<file path="config.mk">
export PLATFORM = sky130hd
export DESIGN_NAME = systolic_feed_ctrl
export DESIGN_NICKNAME = d
export VERILOG_FILES = /design/src/rtl/systolic_feed_ctrl_pkg.sv /design/src/rtl/systolic_feed_ctrl.sv
export SDC_FILE = /design/constraint.sdc
export NUM_CORES = 1
export LEC_CHECK = 0
export ABC_CLOCK_PERIOD_IN_PS = 3150
export BUFFER_PORTS_ARGS = -buffer_cell sky130_fd_sc_hd__buf_4
export CORE_ASPECT_RATIO = 0.7
export CORE_MARGIN = 1.5
export CORE_UTILIZATION = 45
export CTS_BUF_LIST = sky130_fd_sc_hd__clkbuf_2 sky130_fd_sc_hd__clkbuf_4 sky130_fd_sc_hd__clkbuf_8
export DETAILED_ROUTE_END_ITERATION = 10
export PLACE_DENSITY_LB_ADDON = 0.12
export SETUP_SLACK_MARGIN = 0.1
export SLEW_MARGIN = 0
export SYNTH_ARGS = -nofsm -noshare
export SYNTH_HDL_FRONTEND = slang
export SYNTH_SLANG_ARGS = --single-unit
</file>
<file path="constraint.sdc">
create_clock -name clk_i -period 3.15 [get_ports clk_i]
set_input_delay 0.1575 -clock clk_i [delete_from_list [all_inputs] [get_ports clk_i]]
set_output_delay 0.1575 -clock clk_i [all_outputs]
set_load 0.05 [all_outputs]
</file>
<file path="src/rtl/systolic_feed_ctrl_pkg.sv">
// Shared constants and state encoding for the systolic activation feed sequencer.
package systolic_feed_ctrl_pkg;

   localparam int DEF_WORD_WIDTH = 80;
   localparam int DEF_DATA_WIDTH = 8;
   // One flush word per skew stage so the last lane drains completely.
   localparam int SKEW_DEPTH     = DEF_WORD_WIDTH / DEF_DATA_WIDTH - 1;
   localparam int FLUSH_CNT_W    = $clog2(SKEW_DEPTH + 1);

   typedef enum logic [1:0] {
      FEED_IDLE  = 2'd0,
      FEED_RUN   = 2'd1,
      FEED_FLUSH = 2'd2,
      FEED_DONE  = 2'd3
   } feed_state_e;

endpackage

</file>
<file path="src/rtl/systolic_feed_ctrl.sv">
// Streams len words from the activation buffer into the skew stage, then flushes
// the skew chain with zero words and pulses done_o.
//
// state      | meaning
// -----------+-------------------------------------------------------------
// FEED_IDLE  | waiting for start_i; captures base/len on start
// FEED_RUN   | issuing buffer reads and forwarding returned words
// FEED_FLUSH | driving SKEW_DEPTH zero words through the skew chain
// FEED_DONE  | one-cycle done_o pulse, back to idle
module systolic_feed_ctrl
   import systolic_feed_ctrl_pkg::*;
#(
   parameter int ADDR_WIDTH = 8,
   parameter int WORD_WIDTH = DEF_WORD_WIDTH
) (
   input  logic                  clk_i,
   input  logic                  rst_ni,
   input  logic                  start_i,
   input  logic [ADDR_WIDTH-1:0] base_addr_i,
   input  logic [ADDR_WIDTH:0]   len_i,
   input  logic                  stall_i,
   output logic                  rd_en_o,
   output logic [ADDR_WIDTH-1:0] rd_addr_o,
   input  logic [WORD_WIDTH-1:0] rd_data_i,
   output logic                  skew_en_o,
   output logic [WORD_WIDTH-1:0] skew_word_o,
   output logic                  busy_o,
   output logic                  done_o
);

   feed_state_e             state_q, state_d;
   logic [ADDR_WIDTH-1:0]   base_q;
   logic [ADDR_WIDTH:0]     len_q;
   logic [ADDR_WIDTH:0]     issued_q;
   logic [ADDR_WIDTH:0]     sent_q;
   logic [FLUSH_CNT_W-1:0]  flush_q;
   logic                    rd_vld_q;
   logic                    hold_vld_q;
   logic [WORD_WIDTH-1:0]   hold_q;

   always_comb begin
      state_d     = state_q;
      rd_en_o     = 1'b0;
      rd_addr_o   = '0;
      skew_en_o   = 1'b0;
      skew_word_o = '0;
      busy_o      = 1'b0;
      done_o      = 1'b0;
      case (state_q)
         FEED_IDLE: begin
            if (start_i) state_d = (len_i == '0) ? FEED_DONE : FEED_RUN;
         end
         FEED_RUN: begin
            busy_o    = 1'b1;
            rd_en_o   = !stall_i && (issued_q < len_q);
            rd_addr_o = base_q + issued_q[ADDR_WIDTH-1:0];
            skew_en_o = !stall_i && (hold_vld_q || rd_vld_q);
            if (skew_en_o) begin
               // The held word is always older than anything on rd_data_i.
               skew_word_o = hold_vld_q ? hold_q : rd_data_i;
               if (sent_q + 1'b1 == len_q) state_d = FEED_FLUSH;
            end
         end
         FEED_FLUSH: begin
            busy_o    = 1'b1;
            skew_en_o = !stall_i;
            if (skew_en_o && flush_q == FLUSH_CNT_W'(SKEW_DEPTH - 1)) state_d = FEED_DONE;
         end
         FEED_DONE: begin
            done_o  = 1'b1;
            state_d = FEED_IDLE;
         end
         default: state_d = FEED_IDLE;
      endcase
   end

   always_ff @(posedge clk_i or negedge rst_ni) begin
      if (!rst_ni) begin
         state_q    <= FEED_IDLE;
         base_q     <= '0;
         len_q      <= '0;
         issued_q   <= '0;
         sent_q     <= '0;
         flush_q    <= '0;
         rd_vld_q   <= 1'b0;
         hold_vld_q <= 1'b0;
         hold_q     <= '0;
      end else begin
         state_q <= state_d;
         case (state_q)
            FEED_IDLE: begin
               if (start_i) begin
                  base_q     <= base_addr_i;
                  len_q      <= len_i;
                  issued_q   <= '0;
                  sent_q     <= '0;
                  flush_q    <= '0;
                  rd_vld_q   <= 1'b0;
                  hold_vld_q <= 1'b0;
               end
            end
            FEED_RUN: begin
               rd_vld_q <= rd_en_o;
               if (rd_en_o)   issued_q <= issued_q + 1'b1;
               if (skew_en_o) sent_q   <= sent_q + 1'b1;
               // Reads stop while stalled, so at most one returning word needs parking.
               if (stall_i && rd_vld_q) begin
                  hold_q     <= rd_data_i;
                  hold_vld_q <= 1'b1;
               end else if (skew_en_o && hold_vld_q) begin
                  hold_vld_q <= 1'b0;
               end
            end
            FEED_FLUSH: begin
               rd_vld_q <= 1'b0;
               if (skew_en_o) flush_q <= flush_q + 1'b1;
            end
            default: ;
         endcase
      end
   end

endmodule

</file>
# --- Yosys cells after proc, flatten, opt, wreduce, memory -nomap -nowiden ---
# Cells that the tools add are included.
# W data, S select, Z words.
word_totals:
  regBits: 123
  in_bits: 101
  word_cells: 75
op_classes:
  n_addsub: 4
  n_lt_le_gt_ge: 1
  eq_ne: 13
  mux: 27
  reduce_logical: 21
ops:
  columns: ["op", "count"]
  rows:
  - ["$mux W80", 3]
  - ["$pmux W9 S2", 2]
  - ["$mux W9", 3]
  - ["$add A9 B1 Y9 const B", 2]
  - ["$ne A2 B2 Y1 const B", 7]
  - ["$reduce_and A3 Y1", 4]
  - ["$mux W2", 5]
  - ["$eq A9 B9 Y1", 1]
  - ["$logic_not A9 Y1", 1]
  - ["$lt A9 B9 Y1", 1]
  - ["$add A8 B8 Y8", 1]
  - ["$mux W4", 2]
  - ["$mux W8", 1]
  - ["$pmux W2 S4", 1]
  - ["$pmux W4 S2", 1]
  - ["$mux W1", 6]
  - ["$reduce_and A2 Y1", 3]
  - ["$logic_and A1 B1 Y1", 5]
  - ["$add A4 B1 Y4 const B", 1]
  - ["$eq A2 B2 Y1 const B", 2]
  - ["$eq A4 B4 Y1 const B", 1]
  - ["$pmux W1 S2", 2]
  - ["$reduce_and A4 Y1", 1]
  - ["$reduce_bool A2 Y1", 2]
  - ["8 further kinds", 8]

# --- Logic depth before layout (Yosys ltp) ---
logic_depth:
  ltp_word: 7
  mapped_depth: 10

# --- Least setup slack after synthesis ---
# Ideal clock, no wire load.
synth_timing:
  path_type: "register -> output"
  start: "reg issued_q[0]"
  end: "out rd_addr_o[4]"
  t_arrival_ns: 2.602
  required_time_ns: 2.992
  slack_ns: 0.390
  path_stages_with_launch: 7
  n_path_buf: 0
  cell_sequence: "dfrtp_1 ha_1 fa_1 a21o_1 a21o_1 nand2_1 nor3b_1"
synth_via:
  elab_chain_len: 2
synth_rtl:
  columns: ["element", "line_no", "rtl"]
  rows:
  - ["start: declaration", "systolic_feed_ctrl.sv:34", "logic [ADDR_WIDTH:0] issued_q;"]
  - ["start signal: assignment", "systolic_feed_ctrl.sv:104", "if (rd_en_o) issued_q <= issued_q + 1'b1;"]
  - ["$add A8 B8 Y8", "systolic_feed_ctrl.sv:56", "rd_addr_o = base_q + issued_q[ADDR_WIDTH-1:0];"]
  - ["$mux W8", "systolic_feed_ctrl.sv:49", "case (state_q)"]
  - ["end: declaration", "systolic_feed_ctrl.sv:23", "output logic [ADDR_WIDTH-1:0] rd_addr_o,"]
# Every way passes these cells.

# --- Worst setup path in the final report ---
layout_timing:
  start: "reg issued_q[1]"
  end: "out rd_addr_o[7]"
# The elaborated chain is that of the path after synthesis.

==> impl_results.md <==
* Status: completed
* Fillers at 1,124
* Final Setup Violations at 0
* Crit Path Max Fanout at 7
* Hold buffers post-CTS at slightly below 100
* Slew of the pin with the lowest slew margin at approximately 0.82 ns
* Post-synthesis mux area share at 28.15%
* Number of synthesized register bits at approximately 120
* Unrepaired setup endpoints after global routing: no
* Synth area leader: dfrtp_1
* Fin nets at around 1,100
* Synth top area cells: dfrtp_1 44%, mux2_2 16%, mux2i_1 12%, nor2_1 5.6%, ha_1 4.3%
* Min Clock Period, post-route at about 2.9 ns
* GP Congestion at approximately 0.8
* Fraction of layout cells with a size suffix above 1 at between 30% and 40%
* Compound-Gate Fraction of Synth Area at about 6.4%
* Post-synth top cells: 123 x dfrtp_1, 104 x nor2_1, 98 x mux2_2, 85 x mux2i_1, 33 x clkbuf_1
* Row cnt at 37
* Initial Utilization at ~47%
* Pwr Density at 818.9 nW/µm²
* YS warnings at 0
* Crit path DAT at roughly 2.7 ns
* Antenna violations before repair at 0
* Die Wd at around 150 µm
* # Max-Cap Violations at 0
* CTS tree: built
* Resize count post-CTS at 0
* Routed Antenna Nets at 0
* Final period util at 90.96%
* Grt met1 use at approximately 30%
* Yosys top cell area share at approximately 44%
* Reg clk slew, reported paths at 0.07 ns
* Post-synth ARST share at 100.0%
* DIE AREA at 16,290 µm²
* Clock Tree Buf Depth at 2
* Met3 usage at under 10%
* Clock latency on the worst-skew pair at about 0.43 ns
* Root buffer cell: clkbuf_8
* Vias post-DR at 5,983
* Number of flops mapped to enable cells by yosys at 0
* Core Box Area at between 10,000 and 15,000 µm²
* Residual DRC at 0
* P_leak at 4.691 nW
* Layout Skew at about 0.013 ns
* Adder-cell share of the synthesized area at between 4 and 5%
* Die height at around 110 µm
* Syn Nets at ~780
* Kind of critical path: flip-flop to output port
* Max-slew violation count at 0
* Worst IR Drop VDD at between 0.3 and 0.4 mV
* Detailed Route WL at between 15 and 20 mm
* DRT iter0 DRCs at ~370
* Global-route usage over all layers at roughly a quarter
* Number of diodes at 0
* Fmax at 349.0 MHz
* Top Usage Layer GRT: met2
* Wire length of the first global-routing pass at 30.74 mm
* Post-DR vias/cell at roughly 5.2
* Yosys cell types at 50
* Endpoints failing hold at 0
* Post-Synth Simple-Gate Area at 11.63%
* Gate Count Post-Synth at 653
* Vias in the first global route at 6,225
* Met2 GRT Util at between 30% and 40%
* Rel. slew slack at between 40 and 50%
* Startpoint type of the worst setup path: flip-flop
* Mapped Area at between 6000 and 7000 µm²
* Req. time, crit path at about 3.0 ns
* FF+latch area at roughly 3100 µm²
* DR WL/cell at between 15 and 20 µm
* Worst Hold Class: input pin to flip-flop
* Area Overhead vs Synth at 44.85%
* I/O Buffers at ~190
* Worst setup EP type: output port
* Io pins at between 150 and 200
* CTS sink cnt at 123
* Multi-input logic area at ~3700 µm²
* Post-Synth XOR/XNOR Area at 2.258%
* Final design utilization at roughly 68%
* Sequential area share after synthesis at around 44%
* Top-count cell post-synth: dfrtp_1
* Depth of the CTS H-tree at 4
* Initial DRT Pass Iterations at 5
* Final HPWL DP at roughly 13 mm
* Mean Syn Cell Area at between 10 and 15 µm²
* Grt ovf at 0
* Sum Neg Setup Slack at 0 ns
* TritonCTS Buffers at 17
* Post-synth top flop: dfrtp_1
* Setup Buffers After CTS at 0
* Largest net degree at the start of global routing at 63
* Combinational family with the most area after synthesis: multiplexers
==> critical path: stages, from the launching register on <==
cell	delay, ns
dfrtp_1	0.48
ha_1	0.32
a21o_1	0.16
a21oi_1	0.24
nor2b_1	0.10
o21a_1	0.20
o41ai_1	0.35
xnor2_1	0.14
nor2_1	0.10
buf_4	0.20
==> per-layer routing <==
layer	vias up	part of all wire (%)
li1	2865	-
met1	2949	45
met2	155	48
met3	14	5.5
met4	0	0.82
met5	-	0
==> cells in the final DEF (no fill, tap or decap), drive strengths merged, types with 7 or more instances in the layout <==
master	count
mux2	99
buf	201
clkinv	7
mux2i	85
ha	24
clkbuf	19
dlygate4sd3	98
nor3	12
inv	17
a21oi	18
o21ai	17
dfrtp	123
nor2	104
nand3	14
a21o	10
xnor2	13
nand2	19
==> power breakdown <==
| part | internal (mW) | switching (mW) | leakage (nW) |
|---|---|---|---|
| clock network | 1.06 | 0.670 | 0.248 |
| registers | 2.29 | 0.598 | 1.53 |
| logic | 1.71 | 1.96 | 2.92 |
| total | 5.06 | 3.22 | 4.69 |
==> metrics by stage <==
stage          power [mW]  instances  area [µm²]  hold slack, ns  setup slack, ns
2_1_floorplan       5.474        653        6983         -0.1381           0.3905
3_3_place_gp        6.321       1012        8637          0.2983           0.7226
3_5_place_dp        6.466       1012        8637          0.2972           0.6653
4_1_cts             8.318       1142       10110         0.09669           0.2553
5_1_grt             8.810       1142       10110          0.1191           0.1469
6_report            8.283       1142       10110          0.1307           0.2848
==> cell families (layout without fill, tap and decap cells) <==
group	Yosys count	after routing
AOI/OAI and AO/OA	68	68
xor gates and xnor gates	18	18
adders and majority gates	25	25
buffers and inverters	54	348
DFF	123	123
muxes	184	184
and+or+nand+nor	181	181
==> layout make-up <==
| type | instances | share of cell area (%) |
|---|---|---|
| Inverter | 17 | 0.6309 |
| Tap cell | 195 | 2.412 |
| Timing Repair Buffer | 299 | 24.86 |
| Clock inverter | 13 | 2.387 |
| Multi-Input combinational cell | 476 | 36.71 |
| Sequential cell | 123 | 30.47 |
| Clock buffer | 19 | 2.524 |
==> path summary, 6_finish.rpt <==
path / start / endpoint / slack [ns] / cells after the start
setup / recovery: issued_q[1] / rd_addr_o[7] / 0.28 / 9
hold / removal: start_i / hold_vld_q / 0.13 / 4
setup reg to reg: issued_q[6] / issued_q[7] / 0.65 / 8
hold reg to reg: hold_q[5] / hold_q[5] / 0.51 / 1
max in group asynchronous: rst_ni / hold_q[6] / 1.98 / 3
min in group asynchronous: rst_ni / base_q[4] / 0.34 / 2
==> state kept, by name, summed over array words and instances (netlist names), 2 cells and up <==
| register | count |
|---|---|
| hold_q | 80 |
| flush_q | 4 |
| state_q | 2 |
| sent_q | 9 |
| issued_q | 9 |
| base_q | 8 |
| len_q | 9 |
No activity file was read; power rests on OpenSTA's default activity.
